**src/rtl/arbiter_8_1.sv**
```systemverilog
// 8-requester round-robin arbiter with a one-hot grant, binary select for the
// shared datapath mux, per-requester completion pulse and a BUSY watchdog.
module arbiter_8_1 #(
  parameter int unsigned TIMEOUT   = 255,
  parameter int unsigned CNT_WIDTH = 8
) (
  input  logic       in_clk,
  input  logic       in_rst_n,
  input  logic [7:0] in_req,
  input  logic       in_ack,
  output logic [7:0] out_grant,
  output logic [2:0] out_sel,
  output logic       out_valid,
  output logic [7:0] out_done,
  output logic       out_timeout
);

  localparam int          N_REQ = 8;
  localparam int unsigned IDX_W = 3;
  localparam int unsigned REQ_W = 8;

  // Counter value seen on the last permitted BUSY cycle; unused when TIMEOUT is 0.
  localparam logic [CNT_WIDTH-1:0] CNT_LAST = CNT_WIDTH'((TIMEOUT > 0) ? (TIMEOUT - 1) : 0);
  localparam logic [CNT_WIDTH-1:0] CNT_MAX  = '1;

  typedef enum logic {
    IDLE = 1'b0,
    BUSY = 1'b1
  } state_t;

  state_t               state_q, state_d;
  logic [IDX_W-1:0]     ptr_q, ptr_d;
  logic [CNT_WIDTH-1:0] cnt_q, cnt_d;
  logic [REQ_W-1:0]     grant_q, grant_d;
  logic [IDX_W-1:0]     sel_q, sel_d;
  logic                 valid_q, valid_d;
  logic [REQ_W-1:0]     done_q, done_d;
  logic                 timeout_q, timeout_d;

  logic                 win_found;
  logic [IDX_W-1:0]     win_idx;
  logic [IDX_W-1:0]     cand;

  // Round-robin search: first set request at ptr, ptr+1, ... (mod 8).
  always_comb begin
    win_found = 1'b0;
    win_idx   = ptr_q;
    cand      = '0;
    for (int k = N_REQ - 1; k >= 0; k--) begin
      cand = ptr_q + IDX_W'(k);
      if (in_req[cand]) begin
        win_found = 1'b1;
        win_idx   = cand;
      end
    end
  end

  // Next-state and output decode; done/timeout default low so they pulse once.
  always_comb begin
    state_d   = state_q;
    ptr_d     = ptr_q;
    cnt_d     = cnt_q;
    grant_d   = grant_q;
    sel_d     = sel_q;
    valid_d   = valid_q;
    done_d    = '0;
    timeout_d = 1'b0;

    case (state_q)
      IDLE: begin
        if (win_found) begin
          state_d = BUSY;
          grant_d = REQ_W'(1) << win_idx;
          sel_d   = win_idx;
          valid_d = 1'b1;
          ptr_d   = win_idx + IDX_W'(1);
          cnt_d   = '0;
        end
      end
      BUSY: begin
        if (in_ack) begin
          // Ack takes priority over a watchdog expiry on the same edge.
          state_d = IDLE;
          grant_d = '0;
          valid_d = 1'b0;
          done_d  = REQ_W'(1) << sel_q;
        end else if ((TIMEOUT != 0) && (cnt_q == CNT_LAST)) begin
          state_d   = IDLE;
          grant_d   = '0;
          valid_d   = 1'b0;
          timeout_d = 1'b1;
        end else if (cnt_q != CNT_MAX) begin
          cnt_d = cnt_q + CNT_WIDTH'(1);
        end
      end
      default: begin
        state_d = IDLE;
      end
    endcase
  end

  // State and output registers with synchronous active-low reset.
  always_ff @(posedge in_clk) begin
    if (!in_rst_n) begin
      state_q   <= IDLE;
      ptr_q     <= '0;
      cnt_q     <= '0;
      grant_q   <= '0;
      sel_q     <= '0;
      valid_q   <= 1'b0;
      done_q    <= '0;
      timeout_q <= 1'b0;
    end else begin
      state_q   <= state_d;
      ptr_q     <= ptr_d;
      cnt_q     <= cnt_d;
      grant_q   <= grant_d;
      sel_q     <= sel_d;
      valid_q   <= valid_d;
      done_q    <= done_d;
      timeout_q <= timeout_d;
    end
  end

  assign out_grant   = grant_q;
  assign out_sel     = sel_q;
  assign out_valid   = valid_q;
  assign out_done    = done_q;
  assign out_timeout = timeout_q;

endmodule

```
**config.mk**
```make
export PLATFORM = sky130hd
export DESIGN_NAME = arbiter_8_1
export DESIGN_NICKNAME = d
export VERILOG_FILES = /design/src/rtl/arbiter_8_1.sv
export SDC_FILE = /design/constraint.sdc
export NUM_CORES = 1
export LEC_CHECK = 0
export ABC_AREA = 0
export CORE_MARGIN = 5
export CORE_UTILIZATION = 51
export CTS_BUF_LIST = sky130_fd_sc_hd__clkbuf_4
export CTS_CLUSTER_DIAMETER = 50
export DETAILED_ROUTE_END_ITERATION = 7
export MAX_ROUTING_LAYER = met4
export PLACE_DENSITY = 0.89
export SYNTH_ARGS = -nofsm -noshare
export SYNTH_HDL_FRONTEND = slang
export SYNTH_SLANG_ARGS = --single-unit
```
**constraint.sdc**
```tcl
create_clock -name in_clk -period 3.6 [get_ports in_clk]
set_clock_uncertainty 0.05 [all_clocks]
set_input_delay 0.72 -clock in_clk [delete_from_list [all_inputs] [get_ports in_clk]]
set_output_delay 0.72 -clock in_clk [all_outputs]
set_load 0.01 [all_outputs]
```
Yosys cells after proc, flatten, opt, wreduce, memory -nomap -nowiden
Index checks and enable logic that the tools add are counted.
- register bits after elaboration: 33
- bits of input ports: 11
- output and inout bits: 21
- logic and storage cells: 91
- add/sub/neg operators: 9
- order comparisons: 8
- eq/ne operators: 7
- shift operators: 2
- mux-type cells: 50
- bitwise gates (word level): 2
- reduce and logical (&&, ||, !) cells: 5
- operator list (cell ; count):
    2-to-1 mux 8 bit ; 7
    < comparator 3 x 4 -> 1 bit (second input constant) ; 8
    one-hot mux 8 bit (2 select lines) ; 2
    binary-select mux 1 bit (select 3 bit) ; 8
    2-to-1 mux 3 bit ; 8
    2-to-1 mux 1 bit ; 23
    << shifter 1 x 3 -> 8 bit (first input constant) ; 2
    adder 3 bit (second input constant) ; 4
    adder 8 x 1 -> 8 bit (second input constant) ; 1
    == test 8 bit (second input constant) ; 1
    != test 8 bit (second input constant) ; 1
    adder 3 x 1 -> 3 bit (second input constant) ; 2
    adder 3 x 2 -> 3 bit (second input constant) ; 2
    != test 2 bit (second input constant) ; 3
    one-hot mux 1 bit (2 select lines) ; 2
    AND reduction 2 bit ; 2
    AND reduction 4 bit ; 1
    != test 3 x 2 -> 1 bit (second input constant) ; 1
    AND reduction 3 bit ; 1
    OR reduction 3 bit ; 1
    != test 2 x 1 -> 1 bit (second input constant) ; 1
    NOT 1 bit ; 2

Longest topological paths before layout
Gate-level depths: netlist (run 1).
- word-level depth: 14
- depth in mapped cells: 15
- depth with buffers taken out: 12

Worst setup path after synthesis (run 1)
OpenSTA, ideal clock, no wires.
- path type: reg2reg
- start point: register ptr_q[1]
- end point: register ptr_q[2]
- setup time: 0.115 ns
- arrival time: 3.367 ns
- required time: 3.435 ns
- path slack: 0.068 ns
- stages on the path, launching flop included: 15
- buffers on the path: 3
- period minus slack after synthesis: 3.532 ns
- cells stage by stage: dfxtp_1 > buf_2 > buf_1 > inv_1 > ha_1 > buf_2 > mux4_1 > mux2_4 > or4b_1 > nand4_1 > and2_1 > ha_1 > ha_1 > a21oi_1 > nor2b_1
- word-level cells in the longest chain between the ends: 12
- elaborated cells between the ends (all ways): 41
- classes of those cells: add/sub (8); mux (32); reduce/logical (1)
- ends and longest elaborated chain (element ; RTL line ; RTL):
    start: declaration ; 32 ; logic [IDX_W-1:0] ptr_q, ptr_d;
    start signal: assignment ; 115 ; ptr_q <= ptr_d;
    adder 3 bit ; 50 ; cand = ptr_q + IDX_W'(k);
    binary-select mux 1 bit (select 3 bit) ; 51 ; if (in_req[cand]) begin
    2-to-1 mux 1 bit (implied by the code) ; 51 ;
    2-to-1 mux 3 bit (7 in a row) ; 51 ;
    2-to-1 mux 3 bit * ; 51 ;
    named net win_idx[1] ; 41 ; logic [IDX_W-1:0] win_idx;
    adder 3 x 1 -> 3 bit * ; 76 ; ptr_d = win_idx + IDX_W'(1);
The timed path passes the listed nets; every way through them passes the cells marked *. The select of a mux whose other input is x is not followed.
A chain may end at the register's enable or synchronous reset.

Final worst setup path (run 1)
Ends and elaborated chain as after synthesis.

==> impl_metrics.toml, run 1 <==
[critical_path]
worst_path_maximum_fanout = 11
cp-start-kind = "flop"
data_arrival_at_the_endpoint_of_the_critical_path_ns = 3.48
worstSetupStartpoint = "ptr_q[1]"
worst_ep_required_ns = 3.79
cp-end-kind = "flop"
regToRegStartpoint = "ptr_q[1]"
setup.worst_path.class = "flop to flop"

[synthesis]
dominantRegCellSynth = "sky130_fd_sc_hd__dfxtp_1"
synth_edf_count = 0
syn-mean-instance-area_um2 = 9.34
synthesis.area_um2 = 2190
postSynthCellCount = 235
synth-async-reset-ratio_pct = 0
yosysSeqAreaShare_pct = 30.1
total_nets_after_synthesis = 255
synth-seq-cells = 33
ys.warnings.count = 0
ys_types = 59

[global_routing]
first_global_vias = 1912
grt-ovfl-total = 0
grt_use_met1_pct = 29.1
grt_util_met3_pct = 4.62
grt_start_max_net_pins = 21
met2_track_demand_over_resource_in_global_routing_pct = 31.2
grt-busiest-layer = "met2"
grt.total_usage_pct = 21.1
grt_pass1_wl_um = 9030
antenna_found_initial = 0

[place]
place.port_buffers = 31
post-dp-hpwl_um = 4040
dp_cells = 329
gp_congestion = 0.990
placedInstanceArea_um2 = 2690

[clocking]
cts.sinks = 33
ctsLongestPathBuffers = 2
clock_latency_ns = 0.34
hold_buffers = 0
cts_max_level = 2
cts_tree = "built"
buffers_inserted_by_post_cts_timing_repair = 0
clk_pin_slew_ns = 0.10
cts-buffers-inserted = 5
cts_resized = 0
cts_root_buffer = "sky130_fd_sc_hd__clkbuf_4"

[power]
post-layout-total-power_uw = 2330
power_per_cell_area_nw_per_um2 = 842
max-vdd-ir-drop_uv = 543
leakage_power_of_the_design_uw = 0.00108

[floorplan]
die_width_um = 75.6
num_io_pins = 32
die-height_um = 75.6
floorplan.core_area_um2 = 4090
design.die.area_um2 = 5720
fp-row-count = 23
start_util_pct = 53.7

[drt]
dr.first_iter.drc_count = 139
route.final.wire_length_um = 5390
drc = 0
avgViaCountPerCell = 6.14
detailroute.via_count = 2068
ant_nets = 0
avgRoutedWirePerCell_um = 16.0
drt-pass1-iter-count = 5

[run_status]
result_of_the_run = "finished, final reports clean"

[finish]
finalNonFillerCells = 337
antenna_diode_count = 0
final_cell_area_um2 = 2770
fraction_of_final_layout_cells_with_drive_strength_greater_than_1_pct = 18.1
finalCoreUtilization_pct = 67.7
flow.area_growth_from_synthesis_pct = 26.0
num-nets-final = 306

[sta]
share_of_the_clock_period_used_by_the_worst_path_after_layout_pct = 91.5
timing.max_slew.rel_slack_pct = 37.2
worstMarginPinSlew_ns = 0.941
finalCriticalPeriod_ns = 3.30
max_freq_mhz = 303
timing.final.max_slew_violations = 0
final.hold.worst_slack_ns = 0.451
grt_setup_unrepaired = "false"
final-setup-viol-count = 0
hold_viol_final = 0

[job]
maxCapViolations = 0

[hold_path]
hold_path.class = "flop to flop"
hold_path_startpoint = "out_grant[5]"
synthesized netlist by cell type, types with 3 or more instances:
library cell                count  area [µm²]
sky130_fd_sc_hd__nand2_1       12        45.0
sky130_fd_sc_hd__a31oi_1        4        25.0
sky130_fd_sc_hd__clkbuf_1       4        15.0
sky130_fd_sc_hd__mux4_2         3        67.6
sky130_fd_sc_hd__nor2_1        21        78.8
sky130_fd_sc_hd__and2_1         3        18.8
sky130_fd_sc_hd__nor2b_1        7        43.8
sky130_fd_sc_hd__mux4_1         5         131
sky130_fd_sc_hd__nand2b_1       3        18.8
sky130_fd_sc_hd__mux2_2         5        56.3
sky130_fd_sc_hd__a22o_1         3        26.3
sky130_fd_sc_hd__and3_1         3        18.8
sky130_fd_sc_hd__nand4_1        9        56.3
sky130_fd_sc_hd__o21ai_0        5        25.0
sky130_fd_sc_hd__a22oi_1        6        45.0
sky130_fd_sc_hd__nor3_1         4        20.0
sky130_fd_sc_hd__dfxtp_1       33         661
sky130_fd_sc_hd__xor2_1         8        70.1
sky130_fd_sc_hd__buf_2          4        20.0
sky130_fd_sc_hd__o2111ai_1      5        43.8
sky130_fd_sc_hd__inv_1         10        37.5
sky130_fd_sc_hd__a21boi_1       4        30.0
sky130_fd_sc_hd__nand3_1        4        20.0
sky130_fd_sc_hd__ha_1           9         113
sky130_fd_sc_hd__mux2i_1        6        60.1
sky130_fd_sc_hd__o211ai_1       3        22.5
sky130_fd_sc_hd__a21boi_0       4        30.0
sky130_fd_sc_hd__a21oi_1        9        45.0
critical path: stages (launching register included):
cell and delay, ns:
sky130_fd_sc_hd__dfxtp_1 0.35, sky130_fd_sc_hd__inv_1 0.13, sky130_fd_sc_hd__ha_1 0.55, sky130_fd_sc_hd__mux4_2 0.41, sky130_fd_sc_hd__mux2_4 0.29, sky130_fd_sc_hd__or4b_1 0.48
sky130_fd_sc_hd__nand4_1 0.14, sky130_fd_sc_hd__and2_1 0.18, sky130_fd_sc_hd__ha_1 0.20, sky130_fd_sc_hd__ha_1 0.23, sky130_fd_sc_hd__a21oi_1 0.12, sky130_fd_sc_hd__nor2b_1 0.05
per-stage QoR:
step / setup slack [ns] / setup TNS [ns]
6_report: 0.304 / 0
5_1_grt: 0.0696 / 0
4_1_cts: 0.331 / 0
3_5_place_dp: -0.00328 / -0.00328
3_3_place_gp: 0.0654 / 0
2_1_floorplan: 0.0675 / 0
metal layers:
layer,wire length (µm),up-vias
met5,0,-
met4,85,0
met3,351,9
met2,2430,79
met1,2520,986
li1,-,994
state kept, by name, indices dropped and copies added (netlist names):
| signal | cells |
|---|---|
| cnt_q | 8 |
| out_done | 8 |
| out_grant | 8 |
| out_sel | 3 |
| out_timeout | 1 |
| out_valid | 1 |
| ptr_q | 3 |
| state_q | 1 |
cell families (layout without fill, tap and decap cells):
logic type	after synthesis	in the layout	share of synthesized area, %
mux	21	21	15.7
simple gates	79	79	19.7
flops	33	33	30.1
compound gates	60	60	20.1
fa+ha+maj	9	9	5.13
buf+inv	24	76	5.70
xor+xnor	9	9	3.59
cells in the final DEF, fill, tap and decap left out, types with 7 or more instances in the layout:
| master | count |
|---|---|
| sky130_fd_sc_hd__dfxtp_1 | 33 |
| sky130_fd_sc_hd__xor2_1 | 8 |
| sky130_fd_sc_hd__buf_4 | 27 |
| sky130_fd_sc_hd__ha_1 | 9 |
| sky130_fd_sc_hd__nand4_1 | 9 |
| sky130_fd_sc_hd__nor2_1 | 21 |
| sky130_fd_sc_hd__clkdlybuf4s50_1 | 31 |
| sky130_fd_sc_hd__a21oi_1 | 8 |
| sky130_fd_sc_hd__nor2b_1 | 7 |
| sky130_fd_sc_hd__inv_1 | 10 |
| sky130_fd_sc_hd__nand2_1 | 12 |
cell type report:
| cell class | instances | area, µm² |
|---|---|---|
| fillers | 345 | 1320 |
| multi-input cells | 178 | 1410 |
| clock buffers | 6 | 45.0 |
| flip-flops and latches | 33 | 661 |
| clock inverters | 2 | 33.8 |
| inverters | 10 | 37.5 |
| repair buffers | 58 | 513 |
| well taps | 50 | 62.6 |
worst paths after layout:
kind | to | slack, ns | cells past startpoint
max reg2reg | ptr_q[2] | 0.30 | 11
min | out_grant[5] | 0.45 | 1
min reg2reg | out_grant[5] | 0.45 | 1
max | ptr_q[2] | 0.30 | 11
power by group:
part           leakage, µW  internal [µW]  switching (µW)
registers         0.000269            426            55.3
clock network    0.0000433            152             122
logic             0.000767            770             803
No activity file was read; power rests on OpenSTA's default activity.
==> inputs of run 2 (changes only) <==
- MAX_ROUTING_LAYER: met4 -> unset
- SKIP_LAST_GASP: unset -> 1
==> impl_metrics.toml, run 2 (synthesis results as in run 1) <==
[sta]
setup-tns-final_ns = 0
worstMarginPinSlew_ns = 0.649
finalCriticalPeriod_ns = 3.30
final.setup.worst_slack_ns = 0.295
grt_setup_unrepaired = "false"
hold_viol_final = 0
final.hold.worst_slack_ns = 0.474
max_freq_mhz = 303
share_of_the_clock_period_used_by_the_worst_path_after_layout_pct = 91.8
timing.final.max_slew_violations = 0
final-setup-viol-count = 0
timing.max_slew.rel_slack_pct = 56.4

[global_routing]
antenna_found_initial = 0
grt_pass1_wl_um = 9400
grt-ovfl-total = 0
grt_start_max_net_pins = 17
grt.total_usage_pct = 21.8
first_global_vias = 1926

[clocking]
clock_latency_ns = 0.35
ctsLongestPathBuffers = 2
clk_pin_slew_ns = 0.10
cts_root_buffer = "sky130_fd_sc_hd__clkbuf_4"
cts_resized = 0
cts.sinks = 33
cts_max_level = 2
cts_tree = "built"
buffers_inserted_by_post_cts_timing_repair = 0
hold_buffers = 0
cts-buffers-inserted = 5

[critical_path]
data_arrival_at_the_endpoint_of_the_critical_path_ns = 3.49
number_of_cells_traversed_by_the_worst_register_to_register_path = 12
worstReg2RegEnd = "out_grant[0]"
cp-end-kind = "flop"
regToRegStartpoint = "ptr_q[1]"
worst_ep_required_ns = 3.79
cp-start-kind = "flop"
worst_setup_path_endpoint = "out_grant[0]"
worst_path_maximum_fanout = 11
setup.worst_path.class = "flop to flop"
worstSetupStartpoint = "ptr_q[1]"
r2r_slack_ns = 0.30

[floorplan]
floorplan.core_area_um2 = 4090
fp-row-count = 23
die_width_um = 75.6
design.die.area_um2 = 5720
die-height_um = 75.6
num_io_pins = 32
start_util_pct = 53.7

[finish]
finalCoreUtilization_pct = 67.9
num-nets-final = 304
flow.area_growth_from_synthesis_pct = 26.4
register_area_um2 = 661
fraction_of_final_layout_cells_with_drive_strength_greater_than_1_pct = 17.9
antenna_diode_count = 0
layout.filler_cells = 324
mostFrequentLayoutCell = "sky130_fd_sc_hd__dfxtp_1"
layout.cells.most_common_list = "33 x sky130_fd_sc_hd__dfxtp_1, 31 x sky130_fd_sc_hd__clkdlybuf4s50_1, 25 x sky130_fd_sc_hd__buf_4, 21 x sky130_fd_sc_hd__nor2_1, 12 x sky130_fd_sc_hd__nand2_1"
multiInputGateArea_um2 = 1410
final_cell_area_um2 = 2770

[place]
gp_congestion = 0.926
pre_cts_ws_ns = 0.00430
placedInstanceArea_um2 = 2670
place.port_buffers = 31
post-dp-hpwl_um = 4170

[power]
leakage_power_of_the_design_uw = 0.00108
power_per_cell_area_nw_per_um2 = 853
max-vdd-ir-drop_uv = 517

[drt]
route.final.wire_length_um = 5490
drt-pass1-iter-count = 4
dr.first_iter.drc_count = 211
drc = 0
avgViaCountPerCell = 5.93
avgRoutedWirePerCell_um = 16.4
detailroute.via_count = 1987
ant_nets = 0

[hold_path]
hold_path.class = "flop to flop"

[job]
maxCapViolations = 0

[run_status]
result_of_the_run = "finished, final reports clean"
run 2: changes by cell type in the layout (fill, tap and decap cells not counted):
cell / change
sky130_fd_sc_hd__buf_4: -2
sky130_fd_sc_hd__bufinv_16: +1
sky130_fd_sc_hd__clkbuf_4: -1
sky130_fd_sc_hd__clkinv_2: +1
sky130_fd_sc_hd__clkinv_1: -1
run 2: final cells by class:
cell class	instances	area share, %
clock inverter	3	2.35
multi-input combinational	178	50.9
inverter	10	1.35
timing repair buffer	56	18.0
sequential	33	23.8
clock buffer	5	1.35
tap	50	2.26
run 2: through the flow:
step / instances / power, µW
3_5_place_dp: 327 / 1990
4_1_cts: 335 / 2350
2_1_floorplan: 235 / 1460
6_report: 335 / 2370
3_3_place_gp: 327 / 1950
5_1_grt: 335 / 2550
run 2: worst min path at each step:
stage	cells past startpoint	startpoint	slack, ns	end
after floorplan	2	cnt_q[5]	0.42	cnt_q[5]
after CTS	2	out_sel[2]	0.48	out_sel[2]
after global routing	2	out_sel[2]	0.49	out_sel[2]
after global placement	2	out_sel[2]	0.42	out_sel[2]
after detailed placement	1	out_grant[5]	0.45	out_grant[5]
final	1	out_grant[5]	0.47	out_grant[5]
run 2: power breakdown:
part	internal (µW)	total [µW]	switching (µW)
Combinational	739	1530	791
Clock	215	352	137
Sequential	426	484	58.1
Total	1380	2370	986
run 2: critical path: stages (launching register included):
cell and delay (ns):
sky130_fd_sc_hd__dfxtp_1 0.34, sky130_fd_sc_hd__inv_1 0.13, sky130_fd_sc_hd__ha_1 0.55, sky130_fd_sc_hd__mux4_1 0.40
sky130_fd_sc_hd__mux2_2 0.31, sky130_fd_sc_hd__a211oi_1 0.28, sky130_fd_sc_hd__o21a_1 0.18, sky130_fd_sc_hd__o21ai_0 0.10
sky130_fd_sc_hd__buf_4 0.16, sky130_fd_sc_hd__and2_1 0.15, sky130_fd_sc_hd__ha_1 0.22, sky130_fd_sc_hd__a22oi_1 0.22
sky130_fd_sc_hd__a21boi_1 0.10
run 2: routing by layer:
metal  GRT usage, %  share of wire [%]  up-vias
li1               -                  -      998
met1           30.4                 47      925
met2           33.7                 46       56
met3           4.22                5.4        8
met4           7.96                1.4        0
met5              0                  0        -
==> inputs of run 3 (changes only) <==
- clock period: 3.6 -> 3 ns (I/O delays scaled with it)
==> impl_metrics.toml, run 3 (synthesis results as in run 1) <==
[sta]
finalCriticalPeriod_ns = 2.98
final.hold.worst_slack_ns = 0.448
final-setup-viol-count = 0
timing.final.max_slew_violations = 0
worstMarginPinSlew_ns = 0.782
share_of_the_clock_period_used_by_the_worst_path_after_layout_pct = 99.2
hold_viol_final = 0
grt_setup_unrepaired = "true"
setup-tns-final_ns = 0
final.setup.worst_slack_ns = 0.0247
timing.max_slew.rel_slack_pct = 47.9
max_freq_mhz = 336

[clocking]
cts.sinks = 33
clock_latency_ns = 0.35
cts_tree = "built"
cts_max_level = 2
cts_root_buffer = "sky130_fd_sc_hd__clkbuf_4"
cts-buffers-inserted = 5
ctsLongestPathBuffers = 2
clk_pin_slew_ns = 0.10

[place]
gp_congestion = 0.855
post-dp-hpwl_um = 4480
place.port_buffers = 31
pre_cts_ws_ns = -0.647

[hold_path]
hold_path.class = "flop to flop"

[finish]
flow.area_growth_from_synthesis_pct = 41.2
antenna_diode_count = 0
finalCoreUtilization_pct = 75.8
mostFrequentLayoutCell = "sky130_fd_sc_hd__buf_4"
num-nets-final = 334
layout.cells.most_common_list = "51 x sky130_fd_sc_hd__buf_4, 31 x sky130_fd_sc_hd__dfxtp_1, 23 x sky130_fd_sc_hd__clkdlybuf4s50_1, 21 x sky130_fd_sc_hd__nor2_1, 11 x sky130_fd_sc_hd__nand2_1"
fraction_of_final_layout_cells_with_drive_strength_greater_than_1_pct = 34.3

[drt]
avgViaCountPerCell = 6.22
drt-pass1-iter-count = 6
ant_nets = 0
dr.first_iter.drc_count = 221
avgRoutedWirePerCell_um = 18.9
detailroute.via_count = 2269
drc = 0
route.final.wire_length_um = 6910

[power]
leakage_power_of_the_design_uw = 0.00125
max-vdd-ir-drop_uv = 945
power_per_cell_area_nw_per_um2 = 1150

[critical_path]
worst_path_maximum_fanout = 9
data_arrival_at_the_endpoint_of_the_critical_path_ns = 3.18
cp-end-kind = "flop"
worst_ep_required_ns = 3.21
setup.worst_path.class = "flop to flop"
cp-start-kind = "flop"

[global_routing]
grt_start_max_net_pins = 18
grt-ovfl-total = 0
first_global_vias = 2122
grt_pass1_wl_um = 10100
antenna_found_initial = 0
grt.total_usage_pct = 23.4

[floorplan]
design.die.area_um2 = 5720
die_width_um = 75.6
fp-row-count = 23
floorplan.core_area_um2 = 4090
die-height_um = 75.6
start_util_pct = 53.7
num_io_pins = 32

[run_status]
result_of_the_run = "finished, final reports clean"

[job]
maxCapViolations = 0
run 3: changes by cell type in the layout (fill, tap and decap cells not counted), moves of 5 or more:
cell	change
sky130_fd_sc_hd__buf_4	+26
sky130_fd_sc_hd__clkdlybuf4s50_1	-8
sky130_fd_sc_hd__mux4_1	-5
sky130_fd_sc_hd__mux4_2	+5
run 3: where the power goes:
part | leakage, µW | switching, µW | internal [µW]
Combinational | 0.000937 | 1300 | 1320
Clock | 0.0000433 | 153 | 182
Sequential | 0.000270 | 77.9 | 518
Total | 0.00125 | 1530 | 2020
run 3: layout make-up:
class	instances	area, µm²
multi-input cells	178	1500
fillers	260	987
repair buffers	86	743
flip-flops and latches	33	668
well taps	50	62.6
clock buffers	6	45.0
inverters	10	45.0
clock inverters	2	33.8
run 3: what timing repair did:
| item | 4_1_cts | 5_1_grt |
|---|---|---|
| gates resized for setup | 16 | 23 |
| pin swaps | 2 | 3 |
| setup buffers | 4 | 7 |
| hold buffers | 0 | 0 |
| endpoints found under the setup margin | 9 | 11 |
run 3: metrics by stage:
| stage | cells | area [µm²] | power (µW) |
|---|---|---|---|
| after detailed placement | 346 | 2840 | 2690 |
| after global placement | 346 | 2840 | 2600 |
| final | 365 | 3100 | 3550 |
| after CTS | 358 | 2960 | 3140 |
| after global routing | 365 | 3100 | 3730 |
| after floorplan | 235 | 2240 | 1850 |
run 3: path summary, 6_finish.rpt:
path | from | end | slack, ns | depth (start not counted)
min reg2reg | out_sel[2] | out_sel[2] | 0.45 | 2
max | ptr_q[0] | out_sel[1] | 0.02 | 13
max reg2reg | ptr_q[0] | out_sel[1] | 0.02 | 13
min | out_sel[2] | out_sel[2] | 0.45 | 2
run 3: worst max-delay path, cell delays in order, from the launching register on:
cell,delay (ns)
sky130_fd_sc_hd__dfxtp_4,0.41
sky130_fd_sc_hd__buf_6,0.16
sky130_fd_sc_hd__mux4_2,0.59
sky130_fd_sc_hd__mux2i_4,0.19
sky130_fd_sc_hd__buf_4,0.15
sky130_fd_sc_hd__a21boi_0,0.21
sky130_fd_sc_hd__or4b_1,0.15
sky130_fd_sc_hd__nand4_1,0.12
sky130_fd_sc_hd__buf_4,0.18
sky130_fd_sc_hd__buf_4,0.12
sky130_fd_sc_hd__buf_4,0.12
sky130_fd_sc_hd__buf_4,0.12
sky130_fd_sc_hd__buf_4,0.12
sky130_fd_sc_hd__a41o_1,0.21
run 3: per-layer routing:
metal	routed length, µm	up-vias	GRT usage (%)
met4	277	0	10.5
met5	0	-	0
met3	558	28	6.20
met2	3370	144	39.3
met1	2700	1063	28.0
li1	-	1034	-
